==> src/rtl/seg7_digit_monitor.sv <==
// seg7_digit_monitor: filters a 7-seg bus, decodes accepted digits, measures period and flags bad/out-of-sequence codes
module seg7_digit_monitor #(
  parameter int STABLE_CYCLES = 4,
  parameter int PERIOD_W = 24
) (
  input  logic                clk,
  input  logic                reset,
  input  logic [6:0]          seg_in,
  input  logic                err_clr,
  output logic [3:0]          digit,
  output logic                digit_stb,
  output logic                digit_vld,
  output logic [PERIOD_W-1:0] period,
  output logic                period_vld,
  output logic                bad_pat,
  output logic                seq_err
);
  typedef enum logic [1:0] {EMPTY, FIRST, TRACK} state_t;
  localparam logic [7:0] STABLE = 8'(STABLE_CYCLES);
  state_t state, state_nxt;
  logic [6:0] seg_q, last;
  logic have_last;
  logic [7:0] cnt, cnt_nxt;
  logic [PERIOD_W-1:0] pcnt;
  logic [3:0] dec, exp_digit;
  logic legal, acc, good, bad, seq_bad;
  always_comb begin
    legal = 1'b1;
    dec = 4'd0;
    case (seg_q)
      7'b0111111: dec = 4'd0;
      7'b0000110: dec = 4'd1;
      7'b1011011: dec = 4'd2;
      7'b1001111: dec = 4'd3;
      7'b1100110: dec = 4'd4;
      7'b1101101: dec = 4'd5;
      7'b1111100: dec = 4'd6;
      7'b0000111: dec = 4'd7;
      7'b1111111: dec = 4'd8;
      7'b1100111: dec = 4'd9;
      default:    legal = 1'b0;
    endcase
  end
  always_comb begin
    cnt_nxt = (seg_in != seg_q) ? 8'd1 : (cnt == STABLE) ? cnt : cnt + 8'd1;
    acc = (cnt == STABLE) && (!have_last || seg_q != last);
    good = acc && legal;
    bad = acc && !legal;
    exp_digit = (digit == 4'd9) ? 4'd0 : digit + 4'd1;
    seq_bad = good && state != EMPTY && dec != exp_digit;
    state_nxt = good ? ((state == EMPTY) ? FIRST : TRACK) : state;
  end
  always_ff @(posedge clk) begin
    if (reset) begin
      state <= EMPTY;
      seg_q <= 7'd0;
      last <= 7'd0;
      have_last <= 1'b0;
      cnt <= 8'd0;
      pcnt <= '0;
      digit <= 4'd0;
      digit_stb <= 1'b0;
      digit_vld <= 1'b0;
      period <= '0;
      period_vld <= 1'b0;
      bad_pat <= 1'b0;
      seq_err <= 1'b0;
    end else begin
      state <= state_nxt;
      seg_q <= seg_in;
      cnt <= cnt_nxt;
      pcnt <= good ? PERIOD_W'(1) : (&pcnt) ? pcnt : pcnt + PERIOD_W'(1);
      digit_stb <= good;
      bad_pat <= bad | (bad_pat & ~err_clr);
      seq_err <= seq_bad | (seq_err & ~err_clr);
      if (acc) begin
        last <= seg_q;
        have_last <= 1'b1;
      end
      if (good) begin
        digit <= dec;
        digit_vld <= 1'b1;
      end
      if (good && state != EMPTY) begin
        period <= pcnt;
        period_vld <= 1'b1;
      end
    end
  end
endmodule

==> config.mk <==
export PLATFORM = sky130hd
export DESIGN_NAME = seg7_digit_monitor
export DESIGN_NICKNAME = d
export VERILOG_FILES = /design/src/rtl/seg7_digit_monitor.sv
export SDC_FILE = /design/constraint.sdc
export NUM_CORES = 1
export LEC_CHECK = 0
export CAP_MARGIN = 15
export CORE_MARGIN = 5
export CORE_UTILIZATION = 50
export CTS_CLUSTER_SIZE = 14
export DETAILED_ROUTE_END_ITERATION = 7
export PLACE_DENSITY = 0.74
export SLEW_MARGIN = 20
export SYNTH_ARGS = -nofsm -noshare
export SYNTH_HDL_FRONTEND = slang
export SYNTH_SLANG_ARGS = --single-unit
export TNS_END_PERCENT = 100
==> constraint.sdc <==
create_clock -name clk -period 2 [get_ports clk]
set_input_delay 0.2 -clock clk [delete_from_list [all_inputs] [get_ports clk]]
set_output_delay 0.2 -clock clk [all_outputs]
set_load 0.005 [all_outputs]
==> metrics <==
status finished with violations; failing checks setup timing; vias per cell 5.20; hold crit path type in2reg; Seq/Total Area, Yosys 44.2%; synthesis-stage register bit count 82; Final #Nets 490; die area 9260 um2; GRT Total Usage 18.6%; list of most frequent post-synthesis cells dfxtp_1, nor2_1, mux2i_1; CP Data Arrival Time 2.38 ns; met2 routed WL 4010 um; layout cells sized above 1 19.5%; total CTS buffers 9; pwr dens 636 nW/um2; H-tree levels 3; CP required 2.24 ns; Maximum Capacitance Violations 0; WL/cell 14.5 um; synthesized cell area 3720 um2; total power 3060 uW; P&R area growth vs syn 29.5%; DRC Markers 0; DRT iter0 DRCs 114; Mapped Cells 406; initial antenna violation count 0; initial core utilization 51.3%; CTS tree done; vias in the first global route 2931; skew final 0.0113 ns; Avg Synthesized Cell Area 9.16 um2; Final Hold Fails 0; WL met1 3990 um; CTS max path bufs 2; hpwl dp 5630 um; largest net degree at the start of global routing 27; fillers 585; placement row count 31; Slew Viols, Final 0; min setup slack post-route -0.142 ns; first-pass GRT wire length 13600 um; CTS root buffer clkbuf_8; worst-path maximum fanout 13; peak supply drop 336 uV; Async S/R FF share, synth 0%; drt first pass iters 4; io pins 43; highest routing layer actually used met4; post-layout util 66.4%; routed wl met3 273 um; # diodes 0; most frequent cell after synthesis dfxtp_1; fin crit share 107%; CP endpoint kind flop; port bufs 42; ANT nets after route 0; synthesis warning total 0; insertion delay to the later sink of the worst-skew pair 0.35 ns; share of the synthesized area in the top cell type 44.2%; Setup Crit Path Kind reg2reg; total routed wirelength 8430 um; Final setup viols 30; Period minus WS final 2.14 ns; Clock transition at path regs 0.08 ns; dominant cells by area after synthesis dfxtp_1, mux2i_1, nor2_1; routability cong. 0.886; Syn Nets 419; Synth cell types 50; via count 3024; Leakage 0.00195 uW; WHS 0.205 ns; CP startpoint kind flop; main flop type after synthesis dfxtp_1; remaining global-route overflow 0; Die X 96.2 um; worst rel slew slack 71.4%; Worst Tran Pin Value 0.428 ns; RSZ-0062 raised after global routing true; Die Y 96.2 um; Sink Count 82; Core Box Area 7250 um2; FMAX 0.467 GHz; largest area contributor in the netlist dfxtp_1; number of synthesized flops with an enable pin 0
## power breakdown
group / internal, uW / switching, uW
registers: 1640 / 20.2
clock network: 612 / 606
logic: 87.8 / 90.9
total: 2340 / 717
## worst paths after layout
| kind | start | to | slack (ns) | cells after the start |
|---|---|---|---|---|
| max | seg_q[3]$_SDFF_PP0_ | period[21]$_SDFFE_PP0P_ | -0.14 | 9 |
| min | reset | seg_q[2]$_SDFF_PP0_ | 0.20 | 2 |
| max reg2reg | seg_q[3]$_SDFF_PP0_ | period[21]$_SDFFE_PP0P_ | -0.14 | 9 |
| min reg2reg | digit_vld$_SDFFE_PP0P_ | digit_vld$_SDFFE_PP0P_ | 0.46 | 2 |
## placed cells by master, fill, tap and decap left out, drive strengths merged, types with 2 or more instances in the layout
master         netlist  layout
dfxtp               82      82
nor2                72      72
clkdlybuf4s50        0      41
buf                 12      39
mux2i               29      29
nand2               28      28
xor2                27      27
nand3               22      22
xnor2               22      22
a21oi               18      18
inv                 10      12
clkbuf               9      11
nor2b                8       8
and3                 7       7
nor3                 6       6
o21ai                6       6
nand2b               5       5
nand4                4       4
or4                  4       4
or3                  4       4
nor4                 4       4
ha                   3       3
nor4b                3       3
a22oi                2       2
o211ai               2       2
clkinv               0       2
mux2                 2       2
## stage by stage
stage | cell area, um2 | cells | setup TNS [ns] | setup WS [ns]
detailed placement | 4430 | 558 | -1.45 | -0.0738
global route | 4810 | 581 | -7.68 | -0.250
CTS | 4660 | 574 | -0.603 | -0.0493
finish | 4810 | 581 | -2.60 | -0.142
global placement | 4430 | 558 | -0.0216 | -0.0216
floorplan | 3750 | 406 | -1.71 | -0.0885
## metal layers
layer  vias to the layer above  GRT usage [%]
li1                       1511              -
met1                      1426           24.8
met2                        70           29.6
met3                        17           3.75
met4                         0           6.75
met5                         -              0
## logic make-up after synthesis
kind of cell | Yosys count | synth area share, %
buffers and inverters | 31 | 4.58
flip-flops | 82 | 44.2
multiplexers | 31 | 8.41
adder cells (fa/ha/maj) | 3 | 1.01
AO/OA/AOI/OAI | 39 | 7.51
XOR/XNOR | 49 | 11.5
AND/OR/NAND/NOR | 171 | 22.8
## registers in the layout, indices dropped and copies added, names as in the netlist
register	cells
seq_err	1
cnt	8
last	7
digit_stb	1
state	2
period	24
have_last	1
digit	4
seg_q	7
digit_vld	1
period_vld	1
bad_pat	1
pcnt	24
## final cells by class
cell class | instances | area (um2) | area share, %
Clock buffer | 10 | 138 | 2.86
Timing Repair Buffer | 81 | 766 | 15.9
Inverter | 10 | 37.5 | 0.780
Multi-Input combinational cell | 293 | 2030 | 42.2
Sequential cell | 82 | 1660 | 34.4
Clock inverter | 6 | 62.6 | 1.30
Tap cell | 99 | 124 | 2.57
## what timing repair did
action / 4_1_cts / 5_1_grt
endpoints found under the setup margin: 51 / 60
cloned: 0 / 1
buffers inserted: 0 / 6
pin swaps: 1 / 9
hold buffers: 0 / 0
gates resized for setup: 7 / 20
## worst max-delay path, cell delays in order (launching register included)
cell and delay [ns]:
dfxtp_4 0.36, buf_4 0.13, buf_4 0.13, nand2_1 0.11
o22ai_1 0.11, a211o_1 0.40, o221ai_4 0.27, clkbuf_16 0.26
mux2i_1 0.22, nor2_1 0.05
Note: power is estimated with default switching activity, not from simulation.
==> variant 1 (same settings) <==
Re-encode `state_t` (3 states) as one-hot, 3 bits wide.
--- a/src/rtl/seg7_digit_monitor.sv
+++ b/src/rtl/seg7_digit_monitor.sv
@@ -15,7 +15,7 @@
   output logic                bad_pat,
   output logic                seq_err
 );
-  typedef enum logic [1:0] {EMPTY, FIRST, TRACK} state_t;
+  typedef enum logic [2:0] {EMPTY = 3'b001, FIRST = 3'b010, TRACK = 3'b100} state_t;
   localparam logic [7:0] STABLE = 8'(STABLE_CYCLES);
   state_t state, state_nxt;
   logic [6:0] seg_q, last;
Behaviour: same outputs for any inputs over 10 cycles, from zero or initial values and one cycle with reset high; not proved beyond that.
==> variant 1 against the unedited design <==
Via count up 11%; area after synthesis is 3.8% higher; sequential cell count is 1 higher; first-iteration DRC count increased by 52%; wire length grew 23%; largest power group unchanged; cell area increased by 13%; setup slack better by 0.0045 ns; total power increased by 0.30%; the flow still finishes with violations (setup timing); critical path type unchanged; worst hold slack better by 0.023 ns.
==> variant 1: results (changes against the unedited design) <==
Timing
  • Slew headroom: 61.4% (was 71.4%)
  • Worst hold slack: 0.228 ns (was 0.205 ns)
  • Clock Skew: 0.00932 ns (was 0.0113 ns)
  • Final setup viols: 43 (was 30)
  • Final setup TNS: -1.81 ns (was -2.60 ns)
  • Final worst slack: -0.138 ns (was -0.142 ns)

Place
  • Port bufs: 42 (unchanged)
  • Dpl hpwl: 5840 um (was 5630 um)
  • GPL Wtd Cong: 0.828 (was 0.886)
  • Place WS: -0.120 ns (was -0.0738 ns)
  • Cell area after placement: 0.00474 mm2 (was 0.00443 mm2)
  • Dpl cells: 602 (was 558)

GRT
  • Global-route wire length before repair: 14500 um (was 13600 um)
  • Largest net degree at the start of global routing: 22 (was 27)
  • Vias in the first global route: 3075 (was 2931)
  • GRT Total Usage: 18.3% (was 18.6%)

Min path
  • Hold_sp: reset (unchanged)
  • Worst Hold End: digit[3] (was seg_q[2])

Synthesis
  • Sequential share of the synthesized area: 43.0% (was 44.2%)
  • Count of cell types in the netlist: 57 (was 50)
  • Post-Syn Nets: 434 (was 419)
  • Post-synthesis mux area share: 7.52% (was 8.41%)
  • Post-synth top area share: 43.0% (was 44.2%)
  • Mean Syn Cell Area: 9.17 um2 (was 9.16 um2)
  • Post-Synth XOR/XNOR Area: 11.3% (was 11.5%)
  • Top post-synthesis cells by area: dfxtp_1 (43%), mux2i_1 (7.5%), nor2_1 (7.4%) (was dfxtp_1 (44%), mux2i_1 (7.8%), nor2_1 (7.3%))
  • Synth Area in Compound Gates: 6.48% (was 7.51%)
  • Ys async rst share: 0% (unchanged)
  • Post-synth top cells: dfxtp_1 (83), nor2_1 (76), mux2i_1 (29) (was dfxtp_1 (82), nor2_1 (72), mux2i_1 (29))
  • Adder-cell share of the synthesized area: 0.972% (was 1.01%)

Layout
  • Antenna cell count: 0 (unchanged)
  • Share of layout cells above drive strength 1: 30.4% (was 19.5%)
  • # fillers: 545 (was 585)
  • Nets: 541 (was 490)

Worst setup path
  • Max FO, Critical Path: 7 (was 13)
  • Worst path slowest cell: dfxtp_2 (was a211o_1)
  • Critical Path Max Stage Delay: 0.33 ns (was 0.40 ns)
  • RR Endpoint: period[23] (was period[21])
  • RR Startpoint: cnt[1] (was seg_q[3])
  • Crit Path Category: reg -> reg (unchanged)
  • Arr. time, crit path: about 2.4 ns
  • Worst Reg2Reg Path Length in Cells: 11 (was 9)
  • Setup crit end: period[23] (was period[21])

Clocking
  • Worst-skew pair later-pin latency: 0.35 ns (about the same)
  • Reg clk slew, reported paths: 0.08 ns (about the same)
  • Cts bufs inserted: 9 (unchanged)
  • Root Driver: clkbuf_8 (unchanged)

Drt
  • Via count: 3369 (was 3024)
  • Vias per inst: 5.31 (was 5.20)
  • Initial drt markers: 173 (was 114)
  • Final wirelength: 10400 um (was 8430 um)

Power and ir drop
  • Peak supply drop: 0.000444 V (was 0.000336 V)
  • Pleak: 1.95 nW (about the same)
  • Net Sw Power: 717 uW (about the same)

Run status
  • Status: complete, but fails checks (unchanged)
  • Violated checks: setup timing (unchanged)
variant 1: final cells by class:
class,instances,area [um2],share of cell area (%)
repair buffers,119,1100,20.3
well taps,102,128,2.35
inverters,7,26.3,0.485
flip-flops and latches,83,1690,31.1
multi-input cells,308,2300,42.4
clock inverters,4,51.3,0.946
clock buffers,12,135,2.49
variant 1: power groups by stage:
stage / logic [mW] / registers, mW / clock network [mW]
after floorplan: 0.112 / 1.71 / 0
after global placement: 0.169 / 1.72 / 0
after detailed placement: 0.172 / 1.72 / 0
after CTS: 0.177 / 1.68 / 1.20
after global routing: 0.232 / 1.69 / 1.26
final: 0.217 / 1.68 / 1.17
variant 1: layer usage:
metal	GRT usage, %	vias up	part of all wire [%]
met5	0	-	0
met2	29.7	96	50
li1	-	1643	-
met4	6.71	0	3.1
met1	24.0	1605	43
met3	4.07	25	4.6
variant 1: repair_timing:
item	4_1_cts	5_1_grt
setup endpoints to repair	48	50
buffers inserted	6	12
pin swaps	3	34
hold endpoints to repair	0	0
cloned	2	1
gates resized for setup	12	79
==> variant 2 (same flow settings) <==
Without the edit above. The parameter `PERIOD_W` goes from 24 to 32.
--- a/src/rtl/seg7_digit_monitor.sv
+++ b/src/rtl/seg7_digit_monitor.sv
@@ -1,7 +1,7 @@
 // seg7_digit_monitor: filters a 7-seg bus, decodes accepted digits, measures period and flags bad/out-of-sequence codes
 module seg7_digit_monitor #(
   parameter int STABLE_CYCLES = 4,
-  parameter int PERIOD_W = 24
+  parameter int PERIOD_W = 32
 ) (
   input  logic                clk,
   input  logic                reset,
Interface: changed (resized period); port bits go from 43 to 51. The function was not compared with the original's and may differ.
==> variant 2 against the unedited design <==
Sequential power up 19%; the flow still finishes with violations (setup timing); first-iteration DRC count is 49% higher; critical path depth down 2; clock skew rose by 0.0019 ns; setup slack got worse by 0.19 ns; synthesized cell count is 17% higher; count of clock-buffer cells in the layout rose by 2; sequential cell count is 16 higher; wire length up 38%; total power increased by 19%; cell area increased by 28%; area after synthesis up 19%; critical path type unchanged.
==> variant 2: results (changes against the unedited design) <==
Synthesis
  • Post-synth top cells: nor2_1 (101), dfxtp_1 (98), mux2i_1 (43) (was dfxtp_1 (82), nor2_1 (72), mux2i_1 (29))
  • Most common cell in the synthesized netlist: nor2_1 (was dfxtp_1)
  • Ys async rst share: 0% (unchanged)
  • Synth area leader: dfxtp_1 (unchanged)
  • Post-Syn Nets: 486 (was 419)
  • Ys Warns: 0 (unchanged)
  • Sequential share of the synthesized area: 44.3% (was 44.2%)
  • Top post-synthesis cells by area: dfxtp_1 (44%), mux2i_1 (9.7%), nor2_1 (8.6%) (was dfxtp_1 (44%), mux2i_1 (7.8%), nor2_1 (7.3%))
  • Count of cell types in the netlist: 55 (was 50)

Layout
  • Share of layout cells above drive strength 1: 27.0% (was 19.5%)
  • Antenna cell count: 0 (unchanged)
  • Nets: 600 (was 490)
  • Largest regs: pcnt x32, period x32, cnt x8 (was pcnt x24, period x24, cnt x8)

Clocking
  • Reg clk slew, reported paths: approximately 0.090 ns
  • Cts bufs inserted: 9 (unchanged)
  • H-tree depth: 3 (unchanged)
  • Root Driver: clkbuf_8 (unchanged)
  • Worst-case clock buffer depth: 2 (unchanged)
  • Worst-skew pair later-pin latency: 0.36 ns

Timing
  • Final setup TNS: -18.66 ns (was -2.60 ns)
  • Final setup viols: 79 (was 30)
  • Clock Skew: 0.0132 ns (was 0.0113 ns)
  • Worst-margin pin slew: 0.659 ns (was 0.428 ns)
  • Final worst slack: -0.329 ns (was -0.142 ns)

GRT
  • GRT Total Usage: 19.6% (was 18.6%)
  • Global-route wire length before repair: 17800 um (was 13600 um)
  • Largest net degree at the start of global routing: 58 (was 27)
  • Vias in the first global route: 3686 (was 2931)
  • Initial antenna violation count: 0 (unchanged)

Worst setup path
  • Max FO, Critical Path: 8 (was 13)
  • Worst path slowest cell: or4_4 (was a211o_1)
  • Crit path max-delay family: compound AO/OA/AOI/OAI gates (unchanged)
  • Critical Path Max Stage Delay: 0.53 ns (was 0.40 ns)
  • Arr. time, crit path: 2.56 ns (was 2.38 ns)

Drt
  • Via count: 3848 (was 3024)
  • First drt pass iteration count: 7 (was 4)
  • Initial drt markers: 170 (was 114)
  • Final wirelength: 11600 um (was 8430 um)

Power and ir drop
  • Peak supply drop: 0.000439 V (was 0.000336 V)
  • Pleak: 2.25 nW (was 1.95 nW)

Place
  • GPL Wtd Cong: 0.807 (was 0.886)
  • Cell area after placement: 0.00539 mm2 (was 0.00443 mm2)
  • Dpl hpwl: 6830 um (was 5630 um)
  • Port bufs: 50 (was 42)

Min path
  • HP Class: in -> reg (unchanged)

Flow run
  • Max_cap viols: 0 (unchanged)

Run status
  • Status: complete, but fails checks (unchanged)
  • Violated checks: setup timing (unchanged)
## variant 2: cell types whose count changed after synthesis, sizes merged, moves of 5 or more
cell and change:
nor2 +29, nand2 -9, o21ai -6, a21oi -8, mux2i +14, nand4 +6, xor2 +5, and4 +5
nand2b -5, dfxtp +16
## variant 2: what timing repair did
item                                    4_1_cts  5_1_grt
hold buffers                                  0        0
gates resized for setup                      16       77
pin swaps                                     2       29
cloned                                        3        1
setup buffers                                 8        3
endpoints found under the setup margin       74       75
## variant 2: worst reg2reg max path: cells and delay by family (launching register included)
family | cells | cell delay (ns)
flip-flops | 1 | 0.38
AO/OA/AOI/OAI | 2 | 0.68
AND/OR/NAND/NOR | 2 | 0.60
buffers and inverters | 2 | 0.34
multiplexers | 1 | 0.21
## variant 2: through the flow
stage / instances / util (%) / hold WS [ns] / worst slack, ns
floorplan: 473 / - / 0.328 / -0.358
global placement: 669 / 62.1 / 0.442 / -0.279
detailed placement: 669 / 62.1 / 0.449 / -0.379
CTS: 696 / 66.8 / 0.203 / -0.322
global route: 700 / 70.8 / 0.217 / -0.409
finish: 700 / 70.8 / 0.230 / -0.329
## variant 2: power by group
group	internal [mW]	total [mW]	switching (mW)
clock	0.693	1.39	0.700
sequential	1.96	1.98	0.0159
combinational	0.127	0.272	0.145
total	2.78	3.64	0.861
## variant 2: cells by family (layout without fill, tap and decap cells)
logic type               count (synthesis)  count (layout)  share of synthesized area (%)
adder cells (fa/ha/maj)                  3               3                          0.848
buffers and inverters                   36             155                           5.25
AND/OR/NAND/NOR                        203             203                           22.6
multiplexers                            43              43                           9.72
AO/OA/AOI/OAI                           32              32                           5.82
XOR/XNOR                                58              58                           11.5
flip-flops                              98              98                           44.3
## variant 2: final timing paths
| kind | startpoint | endpoint | slack, ns | depth (start not counted) |
|---|---|---|---|---|
| worst min register to register | have_last | have_last | 0.47 | 2 |
| worst min-delay path | reset | digit[2] | 0.23 | 3 |
| worst max-delay path | seg_q[1] | period[3] | -0.33 | 7 |
| worst max register to register | seg_q[1] | period[3] | -0.33 | 7 |
## variant 2: cell type report
type	instances	area, um2
Tap cell	108	135
Fill cell	625	2530
Inverter	11	41.3
Multi-Input combinational cell	339	2530
Clock inverter	4	56.3
Sequential cell	98	1970
Clock buffer	12	165
Timing Repair Buffer	128	1250
## variant 2: per-layer routing
| layer | track usage, % | vias up | share of wire [%] |
|---|---|---|---|
| met1 | 25.0 | 1861 | 43 |
| met3 | 2.92 | 26 | 3.3 |
| li1 | - | 1855 | - |
| met5 | 0 | - | 0 |
| met2 | 33.8 | 106 | 52 |
| met4 | 6.48 | 0 | 1.8 |
